File: src/rtl/colisao_pkg.sv
// Shared types and default constants for the multi-obstacle collision checker.
package colisao_pkg;

    // Scan controller states
    typedef enum logic [1:0] {
        ST_IDLE = 2'd0,
        ST_SCAN = 2'd1,
        ST_FIM  = 2'd2
    } estado_t;

    // Table coordinates are stored at a fixed width wide enough for any practical monitor
    localparam int COORD_W = 16;

    typedef struct packed {
        logic               en;
        logic [COORD_W-1:0] x0;
        logic [COORD_W-1:0] y0;
        logic [COORD_W-1:0] x1;
        logic [COORD_W-1:0] y1;
    } obst_t;

    localparam int DEF_MON_MIN_X = 1;
    localparam int DEF_MON_MAX_X = 640;
    localparam int DEF_MON_MIN_Y = 1;
    localparam int DEF_MON_MAX_Y = 480;

    // Cleared (disabled) table entry
    function automatic obst_t obst_vazio();
        obst_t e;
        e.en = 1'b0;
        e.x0 = {COORD_W{1'b0}};
        e.y0 = {COORD_W{1'b0}};
        e.x1 = {COORD_W{1'b0}};
        e.y1 = {COORD_W{1'b0}};
        return e;
    endfunction

endpackage

File: src/rtl/colide_retangulo.sv
// Combinational test of the object snapshot against one obstacle rectangle.
module colide_retangulo
    import colisao_pkg::*;
#(
    parameter int X_W    = 10,
    parameter int Y_W    = 9,
    parameter int SIZE_W = 7,
    parameter int MARGEM = 1
) (
    input  logic              en,
    input  logic [X_W-1:0]    x0,
    input  logic [X_W-1:0]    x1,
    input  logic [Y_W-1:0]    y0,
    input  logic [Y_W-1:0]    y1,
    input  logic [X_W-1:0]    x,
    input  logic [Y_W-1:0]    y,
    input  logic [SIZE_W-1:0] w,
    input  logic [SIZE_W-1:0] h,
    output logic              col_max_x,
    output logic              col_min_x,
    output logic              col_max_y,
    output logic              col_min_y,
    output logic              overlap
);
    localparam int XI = X_W + 2;
    localparam int YI = Y_W + 2;
    localparam logic signed [XI-1:0] UM_X = XI'(1);
    localparam logic signed [YI-1:0] UM_Y = YI'(1);
    localparam logic signed [XI-1:0] M_X  = XI'(MARGEM);
    localparam logic signed [YI-1:0] M_Y  = YI'(MARGEM);

    logic signed [XI-1:0] xs_s, rs_s, x0s_s, x1s_s;
    logic signed [YI-1:0] ys_s, bs_s, y0s_s, y1s_s;
    logic                 ovx_s, ovy_s;

    // Widened signed compare of the object box (right edge R, bottom B) against the entry
    always_comb begin
        xs_s  = $signed(XI'(x));
        rs_s  = xs_s + $signed(XI'(w));
        x0s_s = $signed(XI'(x0));
        x1s_s = $signed(XI'(x1));
        ys_s  = $signed(YI'(y));
        bs_s  = ys_s + $signed(YI'(h));
        y0s_s = $signed(YI'(y0));
        y1s_s = $signed(YI'(y1));

        ovx_s = (xs_s <= x1s_s) && ((rs_s - UM_X) >= x0s_s);
        ovy_s = (ys_s <= y1s_s) && ((bs_s - UM_Y) >= y0s_s);

        col_max_x = en && ovy_s && (rs_s <= x0s_s) && (x0s_s <= (rs_s + M_X - UM_X));
        col_min_x = en && ovy_s && ((xs_s - M_X) <= x1s_s) && (x1s_s <= (xs_s - UM_X));
        col_max_y = en && ovx_s && (bs_s <= y0s_s) && (y0s_s <= (bs_s + M_Y - UM_Y));
        col_min_y = en && ovx_s && ((ys_s - M_Y) <= y1s_s) && (y1s_s <= (ys_s - UM_Y));
        overlap   = en && ovx_s && ovy_s;
    end

endmodule

File: src/rtl/colide_multi_obstaculo.sv
// Per-frame collision check of the moving object against monitor borders and an
// obstacle table, scanning one table entry per clock.
module colide_multi_obstaculo
    import colisao_pkg::*;
#(
    parameter int NUM_OBST  = 8,
    parameter int X_W       = 10,
    parameter int Y_W       = 9,
    parameter int SIZE_W    = 7,
    parameter int MON_MIN_X = DEF_MON_MIN_X,
    parameter int MON_MAX_X = DEF_MON_MAX_X,
    parameter int MON_MIN_Y = DEF_MON_MIN_Y,
    parameter int MON_MAX_Y = DEF_MON_MAX_Y,
    parameter int MARGEM    = 1,
    localparam int IW       = (NUM_OBST > 1) ? $clog2(NUM_OBST) : 1
) (
    input  logic              VGA_clk,
    input  logic              reset_n,
    input  logic              start,
    input  logic [SIZE_W-1:0] tamanho_x,
    input  logic [SIZE_W-1:0] tamanho_y,
    input  logic [X_W-1:0]    xPos,
    input  logic [Y_W-1:0]    yPos,
    input  logic              obst_we,
    input  logic [IW-1:0]     obst_idx,
    input  logic              obst_en,
    input  logic [X_W-1:0]    obst_x0,
    input  logic [X_W-1:0]    obst_x1,
    input  logic [Y_W-1:0]    obst_y0,
    input  logic [Y_W-1:0]    obst_y1,
    output logic              busy,
    output logic              done,
    output logic              colisao_max_x,
    output logic              colisao_min_x,
    output logic              colisao_max_y,
    output logic              colisao_min_y,
    output logic              sobreposicao,
    output logic              hit_any,
    output logic [IW-1:0]     hit_idx
);
    localparam int XI = X_W + 2;
    localparam int YI = Y_W + 2;
    localparam logic signed [XI-1:0] LIM_MAX_X = XI'(MON_MAX_X - MARGEM + 1);
    localparam logic signed [XI-1:0] LIM_MIN_X = XI'(MON_MIN_X + MARGEM - 1);
    localparam logic signed [YI-1:0] LIM_MAX_Y = YI'(MON_MAX_Y - MARGEM + 1);
    localparam logic signed [YI-1:0] LIM_MIN_Y = YI'(MON_MIN_Y + MARGEM - 1);
    localparam logic [IW-1:0]        IDX_ULT   = IW'(NUM_OBST - 1);

    estado_t             state_q, state_d;
    obst_t               tab_q [NUM_OBST];
    obst_t               tab_d [NUM_OBST];
    logic [IW-1:0]       idx_q, idx_d;
    logic [X_W-1:0]      x_q, x_d;
    logic [Y_W-1:0]      y_q, y_d;
    logic [SIZE_W-1:0]   w_q, w_d, h_q, h_d;
    logic [4:0]          acc_q, acc_d;      // {max_x, min_x, max_y, min_y, overlap}
    logic                acc_hit_q, acc_hit_d;
    logic [IW-1:0]       acc_idx_q, acc_idx_d;
    logic [4:0]          out_q, out_d;
    logic                hit_q, hit_d;
    logic [IW-1:0]       hidx_q, hidx_d;
    logic                busy_q, busy_d;
    logic                done_q, done_d;

    obst_t               ent_s;
    logic [4:0]          ent_res_s;
    logic [3:0]          borda_s;
    logic signed [XI-1:0] rs_s, xs_s;
    logic signed [YI-1:0] bs_s, ys_s;

    assign ent_s = tab_q[idx_q];

    colide_retangulo #(
        .X_W    (X_W),
        .Y_W    (Y_W),
        .SIZE_W (SIZE_W),
        .MARGEM (MARGEM)
    ) u_ret (
        .en        (ent_s.en),
        .x0        (ent_s.x0[X_W-1:0]),
        .x1        (ent_s.x1[X_W-1:0]),
        .y0        (ent_s.y0[Y_W-1:0]),
        .y1        (ent_s.y1[Y_W-1:0]),
        .x         (x_q),
        .y         (y_q),
        .w         (w_q),
        .h         (h_q),
        .col_max_x (ent_res_s[4]),
        .col_min_x (ent_res_s[3]),
        .col_max_y (ent_res_s[2]),
        .col_min_y (ent_res_s[1]),
        .overlap   (ent_res_s[0])
    );

    // Border lookahead terms from the snapshot
    always_comb begin
        xs_s = $signed(XI'(x_q));
        rs_s = xs_s + $signed(XI'(w_q));
        ys_s = $signed(YI'(y_q));
        bs_s = ys_s + $signed(YI'(h_q));
        borda_s[3] = (rs_s > LIM_MAX_X);
        borda_s[2] = (xs_s < LIM_MIN_X);
        borda_s[1] = (bs_s > LIM_MAX_Y);
        borda_s[0] = (ys_s < LIM_MIN_Y);
    end

    // Table write port; out-of-range indices are dropped
    always_comb begin
        tab_d = tab_q;
        if (obst_we && (int'(obst_idx) < NUM_OBST)) begin
            tab_d[obst_idx].en = obst_en;
            tab_d[obst_idx].x0 = COORD_W'(obst_x0);
            tab_d[obst_idx].x1 = COORD_W'(obst_x1);
            tab_d[obst_idx].y0 = COORD_W'(obst_y0);
            tab_d[obst_idx].y1 = COORD_W'(obst_y1);
        end else begin
            tab_d = tab_q;
        end
    end

    // Scan controller: next state, accumulators and output loads
    always_comb begin
        state_d   = state_q;
        idx_d     = idx_q;
        x_d       = x_q;
        y_d       = y_q;
        w_d       = w_q;
        h_d       = h_q;
        acc_d     = acc_q;
        acc_hit_d = acc_hit_q;
        acc_idx_d = acc_idx_q;
        out_d     = out_q;
        hit_d     = hit_q;
        hidx_d    = hidx_q;
        busy_d    = busy_q;
        done_d    = 1'b0;
        case (state_q)
            ST_IDLE: begin
                if (start) begin
                    x_d       = xPos;
                    y_d       = yPos;
                    w_d       = tamanho_x;
                    h_d       = tamanho_y;
                    acc_d     = 5'b00000;
                    acc_hit_d = 1'b0;
                    acc_idx_d = {IW{1'b0}};
                    idx_d     = {IW{1'b0}};
                    busy_d    = 1'b1;
                    state_d   = ST_SCAN;
                end else begin
                    state_d   = ST_IDLE;
                end
            end
            ST_SCAN: begin
                acc_d = acc_q | ent_res_s;
                // Only the first contributing entry sets the index
                if ((ent_res_s != 5'b00000) && !acc_hit_q) begin
                    acc_hit_d = 1'b1;
                    acc_idx_d = idx_q;
                end else begin
                    acc_hit_d = acc_hit_q;
                end
                if (idx_q == IDX_ULT) begin
                    state_d = ST_FIM;
                end else begin
                    idx_d = idx_q + IW'(1);
                end
            end
            ST_FIM: begin
                out_d   = acc_q | {borda_s, 1'b0};
                hit_d   = acc_hit_q;
                hidx_d  = acc_hit_q ? acc_idx_q : {IW{1'b0}};
                busy_d  = 1'b0;
                done_d  = 1'b1;
                state_d = ST_IDLE;
            end
            default: begin
                busy_d  = 1'b0;
                state_d = ST_IDLE;
            end
        endcase
    end

    // State, snapshot, table and output registers
    always_ff @(posedge VGA_clk or negedge reset_n) begin
        if (!reset_n) begin
            state_q   <= ST_IDLE;
            idx_q     <= {IW{1'b0}};
            x_q       <= {X_W{1'b0}};
            y_q       <= {Y_W{1'b0}};
            w_q       <= {SIZE_W{1'b0}};
            h_q       <= {SIZE_W{1'b0}};
            acc_q     <= 5'b00000;
            acc_hit_q <= 1'b0;
            acc_idx_q <= {IW{1'b0}};
            out_q     <= 5'b00000;
            hit_q     <= 1'b0;
            hidx_q    <= {IW{1'b0}};
            busy_q    <= 1'b0;
            done_q    <= 1'b0;
            for (int i = 0; i < NUM_OBST; i++) begin
                tab_q[i] <= obst_vazio();
            end
        end else begin
            state_q   <= state_d;
            idx_q     <= idx_d;
            x_q       <= x_d;
            y_q       <= y_d;
            w_q       <= w_d;
            h_q       <= h_d;
            acc_q     <= acc_d;
            acc_hit_q <= acc_hit_d;
            acc_idx_q <= acc_idx_d;
            out_q     <= out_d;
            hit_q     <= hit_d;
            hidx_q    <= hidx_d;
            busy_q    <= busy_d;
            done_q    <= done_d;
            tab_q     <= tab_d;
        end
    end

    assign busy          = busy_q;
    assign done          = done_q;
    assign colisao_max_x = out_q[4];
    assign colisao_min_x = out_q[3];
    assign colisao_max_y = out_q[2];
    assign colisao_min_y = out_q[1];
    assign sobreposicao  = out_q[0];
    assign hit_any       = hit_q;
    assign hit_idx       = hidx_q;

endmodule

File: config.mk
export PLATFORM = sky130hd
export DESIGN_NAME = colide_multi_obstaculo
export DESIGN_NICKNAME = d
export VERILOG_FILES = /design/src/rtl/colisao_pkg.sv /design/src/rtl/colide_retangulo.sv /design/src/rtl/colide_multi_obstaculo.sv
export SDC_FILE = /design/constraint.sdc
export NUM_CORES = 1
export LEC_CHECK = 0
export CAP_MARGIN = 15
export CORE_MARGIN = 2
export CORE_UTILIZATION = 55
export DETAILED_ROUTE_END_ITERATION = 16
export PLACE_DENSITY = 0.76
export SLEW_MARGIN = 20
export SYNTH_ARGS = -nofsm -noshare
export SYNTH_HDL_FRONTEND = slang
export SYNTH_SLANG_ARGS = --single-unit
export TNS_END_PERCENT = 1
File: constraint.sdc
create_clock -name VGA_clk -period 5.8 [get_ports VGA_clk]
set_input_delay 0.87 -clock VGA_clk [delete_from_list [all_inputs] [get_ports VGA_clk]]
set_output_delay 0.87 -clock VGA_clk [all_outputs]
set_load 0.01 [all_outputs]
==> impl_metrics.yaml <==
outcome:
  status: "complete, no violations"
route:
  drcViolationCount: 0
  num_vias: 12536
  drt_wl_total_mm: 44.41
  ant_nets: 0
  wire_per_inst_um: 21.08
  dr.first_iter.drc_count: 696
  via_per_inst: 5.950
  first_pass_iters: 4
synth:
  netlist_area_sq_um: 19520
  synthArstFlopShare: 1.000
  ys_seq_area_frac: 0.4743
  synth_compound_area_frac: 0.05378
  ys_seq_elements: 370
  synth_top_flop_cell: "dfrtp_1"
  syn_nets: 1717
  synth_cells: 1540
  synth_top_family_by_area: "multiplexers"
  yosys_warnings: 0
  synthXorXnorAreaFrac: 0.02230
  synth_cell_types: 80
  synth_fa_ha_area_frac: 0.06358
  synth_edf_count: 0
  synth-simple-area-share: 0.07909
  synth.area.mux_share: 0.2803
  postSynthAreaPerCell_sq_um: 12.68
place:
  gp_congestion: 0.8654
  dp_hpwl_mm: 28.25
  numPlacedInstances: 2033
  port_buffers: 89
critical_path:
  max_stage_delay_ps: 590
  path_max_fanout: 4
  cpMaxStageDelayCell: "or4_4"
  crit_arrival_ps: 6040
  path_class: "reg -> reg"
  path_cells: "ha_1 -> fa_1 -> a21oi_2 -> o21bai_1 -> xor2_1 -> or4_4 -> nor2_4 -> nand2_1 -> or3_1 -> xnor2_1 -> ha_1 -> o211ai_1 -> nor4_1 -> a21oi_1 -> and3_1 -> o41a_1 -> a2111oi_4 -> buf_4 -> a21bo_2 -> a2111oi_4 -> buf_4 -> mux2i_1"
  cp-start-kind: "register"
  critical-path-top-delay-family: "simple AND/OR/NAND/NOR gates"
  crit_buf_inv: 2
  cp.required_ps: 6260
  crit_path_end_kind: "register"
clocking:
  htree_levels: 2
  clock_tree.buffer_depth: 3
  cts.sinks: 370
  cts-buffers-inserted: 40
  cts_hold_buf: 0
  path_clk_slew_ps: 60
  insertion_delay_ps: 560
  root_buffer: "clkbuf_16"
  cts_tree: "yes"
finish:
  final_cells: 2107
  area_growth_pct: 14.09
  final_util: 0.6416
  nFillCells: 2568
  drive_gt1_frac: 0.3058
  final_common_cell: "dfrtp_1"
  layout_common_cells: "dfrtp_1 (367), mux2_2 (317), nand2_1 (173)"
  final_nets: 1800
global_routing:
  grt_pass1_vias: 13336
  grt.overflow.total: 0
  grt_util_all_layers: 0.2488
  grt_pass1_wl_mm: 71.24
  antenna_found_initial: 3
  grt_max_degree: 197
timing:
  setup-violations-final: 0
  fin_crit_ps: 5585
  finalHoldViolCount: 0
  worst_slew_pin_slew_ps: 960.0
  final-max-slew-violation-count: 0
  fin_worst_skew_ps: 14.48
  max_slew_margin: 0.3562
  fin_crit_sh: 0.9629
  fmax_mhz: 179.1
  setup_tns_ps: 0
pwr:
  total_power_mw: 12.97
  ir_drop_uv: 366.6
  p_leak_nw: 9.736
  power_density_nw_per_um2: 582.3
die:
  rows: 68
  floorplan.initialDensity: 0.5624
  design.core.area_sq_um: 34710
  die_w_um: 192.4
  ios: 90
  die_h_um: 192.4
  die_area_sq_um: 37020
job:
  cap_violations: 0
hold_path:
  hold_class: "in -> async"
## power by group
part / switching, mW / leakage, nW / internal, mW
Clock: 1.05 / 0.635 / 1.47
Combinational: 3.63 / 4.62 / 3.12
Sequential: 0.471 / 4.48 / 3.23
## final timing paths
kind,startpoint,end,slack [ps],cells past startpoint
max,x_q[0],acc_idx_q[1],220,22
min,reset_n,w_q[2],130,1
max reg2reg,x_q[0],acc_idx_q[1],220,22
min reg2reg,hit_idx[2],hit_idx[2],480,2
max in group asynchronous,reset_n,tab_q[425],4350,3
min in group VGA_clk,hit_idx[2],hit_idx[2],480,2
## synthesized netlist by cell type (all sizes together) (3+ instances only)
library cell | number | area [sq um]
and3 | 3 | 18.77
nand2 | 173 | 649.4
a31o | 3 | 26.28
nor3 | 14 | 70.07
a2111oi | 4 | 60.06
nor2b | 7 | 43.79
a21o | 12 | 91.34
nand3 | 19 | 95.09
xor2 | 14 | 122.6
o21a | 3 | 22.52
and2 | 23 | 145.1
a22o | 3 | 26.28
ha | 96 | 1201
mux4 | 72 | 1622
nor4b | 5 | 43.79
nand4 | 13 | 81.33
clkbuf | 41 | 153.9
nor2 | 39 | 146.4
o21ai | 38 | 190.2
a21oi | 25 | 128.9
nor4 | 5 | 31.28
dfrtp | 370 | 9259
a41oi | 3 | 26.28
nand2b | 5 | 31.28
buf | 31 | 152.6
or3 | 6 | 37.54
mux2i | 28 | 280.3
or2 | 4 | 25.02
o31ai | 9 | 67.56
a21boi | 4 | 30.03
inv | 55 | 206.4
xnor2 | 33 | 289.0
a211oi | 6 | 55.05
o21bai | 3 | 22.52
a22oi | 5 | 37.54
nand4b | 4 | 35.03
mux2 | 317 | 3570
o211ai | 7 | 57.55
## layout make-up
type                       count  area (sq um)  share of cell area
inverter                      57         214.0            0.009607
antenna                        4         10.01           0.0004494
sequential                   370          9265              0.4160
clock inverter                13         160.2            0.007191
timing repair buffer         113          1134             0.05090
multi-input combinational   1041          9786              0.4394
clock buffer                  54          1134             0.05090
tap                          455         569.3             0.02556
## cell families after synthesis
| logic type | after synthesis |
|---|---|
| muxes | 417 |
| DFF | 370 |
| and+or+nand+nor | 330 |
| AOI/OAI and AO/OA | 148 |
| buffers and inverters | 129 |
| adders and majority gates | 98 |
| xor gates and xnor gates | 48 |
## flip-flops by register name, indices dropped and copies added, names as in the netlist, 2 cells and up
name,count
h_q,7
acc_idx_q,3
acc_q,5
idx_q,3
out_q,5
tab_q,312
y_q,9
x_q,10
w_q,7
state_q,2
hit_idx,3
## stage by stage
stage	instance area, sq um	worst slack (ps)	hold WS [ps]
final	22270	215.3	130.3
after global routing	22260	-35.27	121.6
after CTS	22200	88.71	109.4
after detailed placement	20900	68.96	469.3
after global placement	20900	146.5	463.7
after floorplan	19520	642.8	440.9
## what timing repair did
action,in CTS,in global routing
resized for setup,1,3
setup endpoints to repair,1,4
setup buffers,0,2
pin swaps,0,4
## per-layer routing
| metal | track usage | vias to the layer above | part of all wire |
|---|---|---|---|
| met5 | 0 | - | 0.00061 |
| met4 | 0.05578 | 4 | 0.015 |
| met3 | 0.05165 | 56 | 0.050 |
| met2 | 0.3973 | 231 | 0.46 |
| met1 | 0.3530 | 6509 | 0.47 |
| li1 | - | 5736 | - |
Note: power is estimated with default switching activity, not from simulation.
